==> src/rtl/seq_alu.sv <==
// seq_alu: single-request ALU with valid/ready handshakes on both sides.
// Single-cycle ops finish the cycle after acceptance. MUL runs an iterative
// shift-add in BUSY for exactly WIDTH cycles. The result is held in DONE
// until the consumer takes it.
module seq_alu #(
  parameter int WIDTH = 16
) (
  input  logic             clk,
  input  logic             reset,
  input  logic             in_valid,
  output logic             in_ready,
  input  logic [WIDTH-1:0] in_a,
  input  logic [WIDTH-1:0] in_b,
  input  logic [2:0]       op,
  output logic             out_valid,
  input  logic             out_ready,
  output logic [WIDTH-1:0] out,
  output logic [3:0]       flags
);

  localparam int SW  = $clog2(WIDTH);
  localparam int MSB = WIDTH - 1;

  typedef enum logic [2:0] {
    OP_ADD = 3'b000,
    OP_SUB = 3'b001,
    OP_AND = 3'b010,
    OP_NOT = 3'b011,
    OP_OR  = 3'b100,
    OP_XOR = 3'b101,
    OP_SHL = 3'b110,
    OP_MUL = 3'b111
  } op_e;

  typedef enum logic [1:0] {
    IDLE = 2'd0,
    BUSY = 2'd1,
    DONE = 2'd2
  } state_e;

  state_e           state_q, state_d;
  logic [WIDTH-1:0] out_q, out_d;
  logic [3:0]       flags_q, flags_d;

  // Multiplier registers: {hi_q, lo_q} is the partial product. lo_q starts
  // as the multiplier and is shifted out one bit per cycle.
  logic [WIDTH-1:0] mcand_q, mcand_d;
  logic [WIDTH-1:0] hi_q, hi_d;
  logic [WIDTH-1:0] lo_q, lo_d;
  logic [SW-1:0]    cnt_q, cnt_d;

  logic [WIDTH:0]   add_wide;
  logic [WIDTH-1:0] alu_res;
  logic             alu_c;
  logic             alu_v;
  logic [3:0]       alu_flags;

  logic [WIDTH:0]   mul_sum;
  logic [WIDTH-1:0] mul_hi;
  logic [WIDTH-1:0] mul_lo;

  assign in_ready  = (state_q == IDLE) && !reset;
  assign out_valid = (state_q == DONE);
  assign out       = out_q;
  assign flags     = flags_q;

  // Result and flags of every single-cycle op, computed from the live inputs.
  always_comb begin
    // NOTE: every output of a combinational block gets a default first, so
    // no path through the case leaves a value unassigned and infers a latch.
    add_wide = '0;
    alu_res  = '0;
    alu_c    = 1'b0;
    alu_v    = 1'b0;
    case (op_e'(op))
      OP_ADD: begin
        add_wide = {1'b0, in_a} + {1'b0, in_b};
        alu_res  = add_wide[MSB:0];
        alu_c    = add_wide[WIDTH];
        alu_v    = (in_a[MSB] == in_b[MSB]) && (alu_res[MSB] != in_a[MSB]);
      end
      OP_SUB: begin
        alu_res = in_a - in_b;
        alu_c   = (in_a < in_b);
        alu_v   = (in_a[MSB] != in_b[MSB]) && (alu_res[MSB] != in_a[MSB]);
      end
      OP_AND:  alu_res = in_a & in_b;
      OP_NOT:  alu_res = ~in_b;
      OP_OR:   alu_res = in_a | in_b;
      OP_XOR:  alu_res = in_a ^ in_b;
      OP_SHL:  alu_res = in_a << in_b[SW-1:0];
      default: alu_res = '0;  // MUL produces its result in BUSY
    endcase
    alu_flags = {alu_res[MSB], (alu_res == '0), alu_c, alu_v};
  end

  // One shift-add step: conditionally add the multiplicand to the high half,
  // then shift the whole partial product right by one bit.
  always_comb begin
    mul_sum = {1'b0, hi_q} + (lo_q[0] ? {1'b0, mcand_q} : {(WIDTH + 1){1'b0}});
    mul_hi  = mul_sum[WIDTH:1];
    mul_lo  = {mul_sum[0], lo_q[MSB:1]};
  end

  // Next-state logic for the FSM and the registers it controls.
  always_comb begin
    state_d = state_q;
    out_d   = out_q;
    flags_d = flags_q;
    mcand_d = mcand_q;
    hi_d    = hi_q;
    lo_d    = lo_q;
    cnt_d   = cnt_q;
    case (state_q)
      IDLE: begin
        if (in_valid && in_ready) begin
          if (op_e'(op) == OP_MUL) begin
            state_d = BUSY;
            mcand_d = in_a;
            hi_d    = '0;
            lo_d    = in_b;
            cnt_d   = '0;
          end else begin
            state_d = DONE;
            out_d   = alu_res;
            flags_d = alu_flags;
          end
        end
      end
      BUSY: begin
        hi_d  = mul_hi;
        lo_d  = mul_lo;
        cnt_d = cnt_q + 1'b1;
        if (cnt_q == SW'(WIDTH - 1)) begin
          state_d = DONE;
          out_d   = mul_lo;
          flags_d = {mul_lo[MSB], (mul_lo == '0), (mul_hi != '0), 1'b0};
        end
      end
      DONE: begin
        if (out_ready) state_d = IDLE;
      end
      default: state_d = IDLE;
    endcase
  end

  // Control state and visible outputs; reset has priority over handshakes.
  always_ff @(posedge clk) begin
    // NOTE: sequential state uses non-blocking assignments, so every register
    // samples the values from before the edge regardless of statement order.
    if (reset) begin
      state_q <= IDLE;
      out_q   <= '0;
      flags_q <= '0;
    end else begin
      state_q <= state_d;
      out_q   <= out_d;
      flags_q <= flags_d;
    end
  end

  // Multiplier datapath registers.
  always_ff @(posedge clk) begin
    // NOTE: these registers have no reset. They are always loaded on
    // acceptance, before anything reads them.
    mcand_q <= mcand_d;
    hi_q    <= hi_d;
    lo_q    <= lo_d;
    cnt_q   <= cnt_d;
  end

endmodule

==> config.mk <==
export PLATFORM = sky130hd
export DESIGN_NAME = seq_alu
export DESIGN_NICKNAME = d
export VERILOG_FILES = /design/src/rtl/seq_alu.sv
export SDC_FILE = /design/constraint.sdc
export NUM_CORES = 1
export LEC_CHECK = 0
export ABC_AREA = 1
export CORE_MARGIN = 2
export CORE_UTILIZATION = 55
export CTS_CLUSTER_DIAMETER = 100
export CTS_CLUSTER_SIZE = 16
export DETAILED_ROUTE_END_ITERATION = 10
export PLACE_DENSITY = 0.76
export SETUP_SLACK_MARGIN = 0.15
export SYNTH_ARGS = -nofsm -noshare
export SYNTH_HDL_FRONTEND = slang
export SYNTH_SLANG_ARGS = --single-unit
==> constraint.sdc <==
create_clock -name clk -period 9.8 [get_ports clk]
set_input_delay 2.94 -clock clk [delete_from_list [all_inputs] [get_ports clk]]
set_output_delay 2.94 -clock clk [all_outputs]
set_load 0.01 [all_outputs]
==> reports/metrics.yaml, run 1 <==
cts.hold.buffers_added: 0
holdWs_ps: 468
synth-async-reset-ratio: 0
synth_top_cell_by_area: "edfxtp_1"
drive_gt1_frac: 0.0356
placed_cell_area_um2: 8210
cts_buffer_depth: 2
rows: 43
io-pin-count: 61
worst-path-max-fanout: 17
drt_iter0_drc: 659
core_area_um2: 13700
period_share: 0.760
htreeDepth: 3
post_cts_buffers: 0
timing.slew.headroom: 0.219
combPwrFrac: 0.405
die_area_um2: 14800
grt_max_degree: 42
hold_violations: 0
synthTopCellsByCount: "358 x nand2_1, 161 x inv_1, 133 x nand3_1, 126 x nor2_1, 69 x ha_1"
grtUsageTotal: 0.312
cp-end-kind: "output port"
r2r-start: "state_q[0]$_SDFFE_PP0P_"
synth_area_um2: 7630
setup-tns-final_ps: 0
final.min_clock_period_ps: 7450
synth-edff-count: 52
power.internal_mw: 0.742
n_antenna_cell: 0
wl_per_cell_um: 16.1
grt-ovfl-total: 0
grt_pass1_wl_um: 35900
fillers: 1373
yosysWarnings: 0
min_path_type: "reg -> reg"
nets: 1342
max_freq_ghz: 0.134
num_vias: 7907
yosys.cell_count.top_type: "nand2_1"
avgSynthCellArea_um2: 6.35
powerDensity_nw_per_um2: 143
pwr-share-seq: 0.332
synth_cell_types: 37
irDropWorstVdd_mv: 0.0826
netSwitchingPower_mw: 0.474
die_h_um: 122
leakagePower_nw: 4.10
final_cell_area_um2: 8510
whs_endpoint: "out[1]$_SDFFE_PP0P_"
r2r-end: "hi_q[6]$_SDFFCE_PN0P_"
fp.dieW_um: 122
yosysTopAreaCellShare: 0.205
setup_viol: 0
place_congestion: 1.03
hpwl_um: 18000
outcome: "complete, no violations"
clk_latency_ps: 340
clk_pin_slew_worst_paths_ps: 60
max_cap_violations: 0
p_sw_frac: 0.390
postRouteAntennaNets: 0
crit_arrival_ps: 4510
grt_pass1_vias: 7181
area_growth_pct: 11.5
holdCritStartpoint: "out[1]$_SDFFE_PP0P_"
numClockSinks: 73
worst_ep_required_time_ps: 6860
tightestPinTransition_ps: 1160
synthFlopType: "edfxtp_1"
rsz0062_at_grt: "false"
finalMaxSlewViolations: 0
ys_top_cells_by_area: "edfxtp_1 20%, nand2_1 18%, ha_1 11%"
whs_path_depth: 2
first_pass_iters: 5
ys_seq_elements: 73
ff2ff_path_depth: 5
cts_resized: 0
crit_path_start_kind: "input pin"
synthCells: 1202
yosysSeqAreaShare: 0.260
vias_per_cell: 5.58
io_buffers: 60
utilization: 0.620
antenna_found_initial: 0
routed_wirelength_um: 22800
finClkSkew_ps: 11.6
cts_root_buffer: "clkbuf_16"
drc: 0
rrSetupSlack_ps: 6860
start_util: 0.556
cts_tree: "yes"
path_class: "in -> out"
p_clk_frac: 0.262
cts-buffers-inserted: 9
synthesis.nets: 1313
## sequential cells by signal, indices dropped and copies added, names as in the netlist
name	cells
hi_q	16
lo_q	16
mcand_q	16
out	16
cnt_q	4
flags	3
state_q	2
## power by group through the flow
stage / registers [mW] / clock network (mW) / logic, mW
after floorplan: 0.414 / 0 / 0.322
after global placement: 0.410 / 0 / 0.479
after detailed placement: 0.411 / 0 / 0.484
after CTS: 0.404 / 0.321 / 0.487
after global routing: 0.409 / 0.335 / 0.546
final: 0.404 / 0.319 / 0.493
## cell usage in the layout (no fill, tap or decap), types with 2 or more instances in the layout
cell,synthesis,layout
nand2_1,358,358
xnor2_1,6,6
a31oi_1,13,13
clkdlybuf4s50_1,0,60
fa_1,3,3
or2_2,2,2
a21oi_1,54,53
edfxtp_1,52,52
inv_2,8,8
nand3_2,2,2
nand4_1,22,22
nor3_1,9,8
nand3b_1,6,6
a21oi_2,2,2
nand2_2,4,4
o21bai_1,7,7
nor2_2,5,6
and3_1,2,2
nor2_1,126,125
o22ai_1,16,16
o211ai_1,2,2
clkbuf_16,0,10
dfxtp_1,21,21
nor4_1,6,6
inv_6,0,3
xor2_1,4,4
nor3_2,1,2
clkinv_2,0,2
nand3_1,133,133
o21ai_1,3,3
o21ai_0,58,58
ha_1,69,69
inv_1,161,161
## routing by layer
metal | vias up | global-route usage | share of wire
met2 | 285 | 0.558 | 0.49
met5 | - | 0 | 0
met3 | 43 | 0.0337 | 0.062
li1 | 3976 | - | -
met4 | 0 | 0.108 | 0.031
met1 | 3603 | 0.389 | 0.42
## metrics by stage
stage | power (mW) | std cells | worst slack [ps]
floorplan | 0.736 | 1202 | 3500
global placement | 0.889 | 1400 | 2380
detailed placement | 0.894 | 1400 | 2360
CTS | 1.21 | 1416 | 2350
global route | 1.29 | 1416 | 2260
finish | 1.22 | 1416 | 2350
## critical path, stage by stage
cell,delay (ps)
clkdlybuf4s50_1,720
nor3_1,280
clkdlybuf4s50_1,570
## worst max path at each step
stage                     startpoint  endpoint  slack, ps
after global placement         reset  in_ready       2380
after detailed placement       reset  in_ready       2360
after floorplan                reset  in_ready       3500
after global routing           reset  in_ready       2260
final                          reset  in_ready       2350
after CTS                      reset  in_ready       2350
## kinds of logic after synthesis
| logic type | share of synthesized area |
|---|---|
| buffers and inverters | 0.119 |
| XOR/XNOR | 0.0115 |
| AND/OR/NAND/NOR | 0.376 |
| flip-flops | 0.260 |
| adder cells (fa/ha/maj) | 0.121 |
| AO/OA/AOI/OAI | 0.113 |
## area by class of cell
type | instances | area, um^2 | area share
Multi-Input combinational cell | 917 | 4760 | 0.560
Clock inverter | 6 | 45.0 | 0.00530
Clock buffer | 10 | 250 | 0.0294
Inverter | 169 | 634 | 0.0746
Timing Repair Buffer | 61 | 608 | 0.0715
Tap cell | 180 | 225 | 0.0265
Sequential cell | 73 | 1980 | 0.233
No activity file was read; power rests on OpenSTA's default activity.
==> inputs of run 2 (changes only) <==
==> constraint.sdc (replaced) <==
create_clock -name clk -period 7.6 [get_ports clk]
set_input_delay 2.28 -clock clk [delete_from_list [all_inputs] [get_ports clk]]
set_output_delay 2.28 -clock clk [all_outputs]
set_load 0.01 [all_outputs]
==> run 2 against run 1 <==
Cell count is the same. Sequential cell count did not move. Global-route usage increased by 0.53 points. First-iteration DRC count down 3.2%. Clock power up 28%. Non-clock buffer count stayed put. Design area shrank 0.13%. Sequential power is 29% higher. Via count is 0.46% higher. Clock skew down 3.9 ps. Largest cell class unchanged.
==> reports/metrics.yaml, run 2 (synthesis results as in run 1) <==
cts_resized: 0
crit_chain: "clkdlybuf4s50_1 > nor3_1 > clkdlybuf4s50_1"
irDropWorstVdd_mv: 0.102
grt_pass1_wl_um: 36300
n_antenna_cell: 0
clk_latency_ps: 350
worst_ep_required_time_ps: 5320
num_vias: 7943
outcome: "complete, no violations"
finClkSkew_ps: 7.69
rsz0062_at_grt: "false"
io_buffers: 60
powerDensity_nw_per_um2: 184
placed_cell_area_um2: 8210
timing.slew.headroom: 0.218
fp.dieW_um: 122
p_sw_frac: 0.400
finalMaxSlewViolations: 0
grt_max_degree: 41
timing.final.ws_setup_ps: 1500
hpwl_um: 18300
final.min_clock_period_ps: 6100
nets: 1342
netSwitchingPower_mw: 0.626
cts-buffers-inserted: 9
setup-tns-final_ps: 0
cp-end-kind: "output port"
gr-max-usage-layer: "met2"
rrSetupSlack_ps: 4760
post_cts_buffers: 0
grt_pass1_vias: 7310
max_freq_ghz: 0.164
start_util: 0.556
wl_per_cell_um: 16.3
antenna_found_initial: 0
numClockSinks: 73
drc: 0
p_clk_frac: 0.261
setup_viol: 0
met1_usage: 0.380
die_area_um2: 14800
crit_path_start_kind: "input pin"
cts.hold.buffers_added: 0
slowest_stage: "clkdlybuf4s50_1"
vias_per_cell: 5.61
crit_arrival_ps: 3820
grtUsageTotal: 0.317
cpMostUsedCell: "clkdlybuf4s50_1"
place_congestion: 1.04
max_cap_violations: 0
area_growth_pct: 11.3
cp_slowest_stage_delay_ps: 700
final_cell_area_um2: 8490
grt-ovfl-total: 0
clk_pin_slew_worst_paths_ps: 60
min_path_type: "reg -> reg"
place_inst: 1400
drt_iter0_drc: 638
cts_root_buffer: "clkbuf_16"
holdWs_ps: 466
postRouteAntennaNets: 0
mostFrequentLayoutCell: "nand2_1"
htreeDepth: 3
combPwrFrac: 0.406
first_pass_iters: 6
drive_gt1_frac: 0.0356
use_met2: 0.551
leakagePower_nw: 4.10
power.internal_mw: 0.940
final_cell_mix: "358 x nand2_1, 161 x inv_1, 133 x nand3_1"
cts_tree: "yes"
period_share: 0.802
pre_cts_ws_ps: 1500
die_h_um: 122
hold_violations: 0
finalPower_mw: 1.57
cts_buffer_depth: 2
layout.cells.non_filler: 1416
tightestPinTransition_ps: 1170
routed_wirelength_um: 23100
pwr-share-seq: 0.333
worst-path-max-fanout: 17
globalRouteMet3Util: 0.0510
core_area_um2: 13700
io-pin-count: 61
utilization: 0.619
rows: 43
path_class: "in -> out"
-- run 2: metal layers --
layer | share of wire | vias up | routed length (um)
met3 | 0.071 | 73 | 1630
li1 | - | 3984 | -
met2 | 0.47 | 289 | 10900
met1 | 0.40 | 3597 | 9340
met5 | 0 | - | 0
met4 | 0.050 | 0 | 1150
-- run 2: final timing paths --
path | startpoint | end | cells after the start
setup / recovery | reset | in_ready | 3
hold / removal | out[5]$_SDFFE_PP0P_ | out[5]$_SDFFE_PP0P_ | 2
setup reg to reg | lo_q[0]$_DFFE_PP_ | flags[1]$_SDFFE_PP0P_ | 14
hold reg to reg | out[5]$_SDFFE_PP0P_ | out[5]$_SDFFE_PP0P_ | 2
-- run 2: layout make-up --
type,count,area [um^2]
flip-flops and latches,73,1980
fillers,1370,5230
clock buffers,9,225
well taps,180,225
inverters,169,634
clock inverters,7,58.8
multi-input cells,917,4760
repair buffers,61,608
-- run 2: worst max-delay path, delay by kind of cell --
family,cells,cell delay (ps)
AND/OR/NAND/NOR,1,260
buffers and inverters,2,1270
-- run 2: power groups by stage --
| stage | sequential (mW) | combinational [mW] | clock [mW] |
|---|---|---|---|
| after global placement | 0.529 | 0.617 | 0 |
| after CTS | 0.522 | 0.627 | 0.413 |
| final | 0.522 | 0.636 | 0.408 |
| after detailed placement | 0.530 | 0.623 | 0 |
| after floorplan | 0.534 | 0.416 | 0 |
| after global routing | 0.528 | 0.706 | 0.427 |
==> inputs of run 3 (changes only) <==
--- a/config.mk
+++ b/config.mk
@@ -11,7 +11,7 @@
 export CTS_CLUSTER_DIAMETER = 100
 export CTS_CLUSTER_SIZE = 16
 export DETAILED_ROUTE_END_ITERATION = 10
-export PLACE_DENSITY = 0.76
+export PLACE_DENSITY = 0.79
 export SETUP_SLACK_MARGIN = 0.15
 export SYNTH_ARGS = -nofsm -noshare
 export SYNTH_HDL_FRONTEND = slang
==> constraint.sdc (replaced) <==
create_clock -name clk -period 5.6 [get_ports clk]
set_input_delay 1.68 -clock clk [delete_from_list [all_inputs] [get_ports clk]]
set_output_delay 1.68 -clock clk [all_outputs]
set_load 0.01 [all_outputs]
==> run 3 against run 2 <==
Routed wire length rose by 2.2%. First-iteration DRC count increased by 12%. Non-clock buffer count grew 7. Combinational power up 38%. Setup slack lost 550 ps. Critical path depth up 1. Register-to-register slack got worse by 2100 ps. Sequential share of layout area down 0.33 points.
==> reports/metrics.yaml, run 3 (synthesis results as in run 1) <==
cts-buffers-inserted: 9
final_cell_mix: "358 x nand2_1, 161 x inv_1, 133 x nand3_1"
period_share: 0.831
area_growth_pct: 12.9
die_area_um2: 14800
pre_cts_ws_ps: 913
first_pass_iters: 5
final.min_clock_period_ps: 4650
io-pin-count: 61
powerDensity_nw_per_um2: 263
numClockSinks: 73
place_congestion: 1.09
vias_per_cell: 5.67
r2r-start: "lo_q[0]$_DFFE_PP_"
hold_violations: 0
leakagePower_nw: 4.16
mostFrequentLayoutCell: "nand2_1"
finalMaxSlewViolations: 0
crit_path_start_kind: "input pin"
core_area_um2: 13700
crit_end: "in_ready"
grt_pass1_wl_um: 37500
grt-ovfl-total: 0
htreeDepth: 3
max_freq_ghz: 0.215
layout.cells.non_filler: 1423
grtUsageTotal: 0.325
finalPower_mw: 2.26
cpMostUsedCell: "clkdlybuf4s50_1"
cts_tree: "yes"
drt_iter0_drc: 712
crit_chain: "clkdlybuf4s50_1 > buf_4 > nor3_1 > clkdlybuf4s50_1"
clk_pin_slew_worst_paths_ps: 60
fp.dieW_um: 122
num_vias: 8064
finClkSkew_ps: 6.68
max_cap_violations: 0
drive_gt1_frac: 0.0410
clk_latency_ps: 350
slowest_stage: "clkdlybuf4s50_1"
timing.slew.headroom: 0.246
tightestPinTransition_ps: 1130
place_inst: 1407
cts_buffer_depth: 2
setup_viol: 0
worst-path-max-fanout: 17
startpoint: "reset"
cts.hold.buffers_added: 0
cp_slowest_stage_delay_ps: 560
rrSetupSlack_ps: 2690
path_class: "in -> out"
n_antenna_cell: 0
drc: 0
die_h_um: 122
crit_arrival_ps: 2970
postRouteAntennaNets: 0
ff2ff_path_depth: 14
start_util: 0.556
post_cts_buffers: 0
wl_per_cell_um: 16.6
cts_root_buffer: "clkbuf_16"
hpwl_um: 18500
outcome: "complete, no violations"
routed_wirelength_um: 23600
grt_max_degree: 42
fillers: 1341
antenna_found_initial: 0
timing.final.ws_setup_ps: 948
rsz0062_at_grt: "false"
rows: 43
r2r-end: "flags[1]$_SDFFE_PP0P_"
final_cell_area_um2: 8610
irDropWorstVdd_mv: 0.209
cts_resized: 0
placed_cell_area_um2: 8260
io_buffers: 60
setup-tns-final_ps: 0
grt_pass1_vias: 7418
nets: 1349
holdCritStartpoint: "out[1]$_SDFFE_PP0P_"
min_path_type: "reg -> reg"
cp-end-kind: "output port"
worst_ep_required_time_ps: 3920
[run 3: cell count changes in the layout (fill, tap and decap cells not counted)]
cell        before  now
clkinvlp_4       0    1
buf_4            1    8
inv_4            2    0
inv_6            3    1
bufinv_16        0    3
[run 3: worst min path at each step]
stage | to | slack (ps) | cells past startpoint
final | out[1]$_SDFFE_PP0P_ | 460 | 2
after global routing | flags[0]$_SDFFE_PP0P_ | 500 | 2
after floorplan | flags[0]$_SDFFE_PP0P_ | 490 | 2
after CTS | out[1]$_SDFFE_PP0P_ | 460 | 2
after detailed placement | out[1]$_SDFFE_PP0P_ | 450 | 2
after global placement | out[1]$_SDFFE_PP0P_ | 460 | 2
[run 3: routing by layer]
layer | global-route usage | vias up | wire [um]
met5 | 0 | - | 0
met4 | 0.167 | 0 | 1290
met3 | 0.0581 | 75 | 1740
met1 | 0.391 | 3669 | 9310
met2 | 0.557 | 337 | 11200
li1 | - | 3983 | -
[run 3: stage by stage]
step	utilization	hold WS, ps
after detailed placement	0.602	455
after global routing	0.628	500
after floorplan	-	488
after CTS	0.628	464
final	0.628	462
after global placement	0.602	455
[run 3: area by class of cell]
cell class              count  area [um^2]  share of cell area
clock buffers               9          225              0.0261
clock inverters             7          126              0.0147
inverters                 169          634              0.0736
multi-input cells         917         4760               0.553
flip-flops and latches     73         1980               0.230
well taps                 180          225              0.0261
repair buffers             68          661              0.0767
[run 3: report_power, final]
group	switching (mW)	internal, mW
logic	0.575	0.302
clock network	0.238	0.440
registers	0.0407	0.669
[run 3: critical path: cells and delay by family]
family	cells	cell delay, ps
buffers and inverters	3	1150
AND/OR/NAND/NOR	1	140
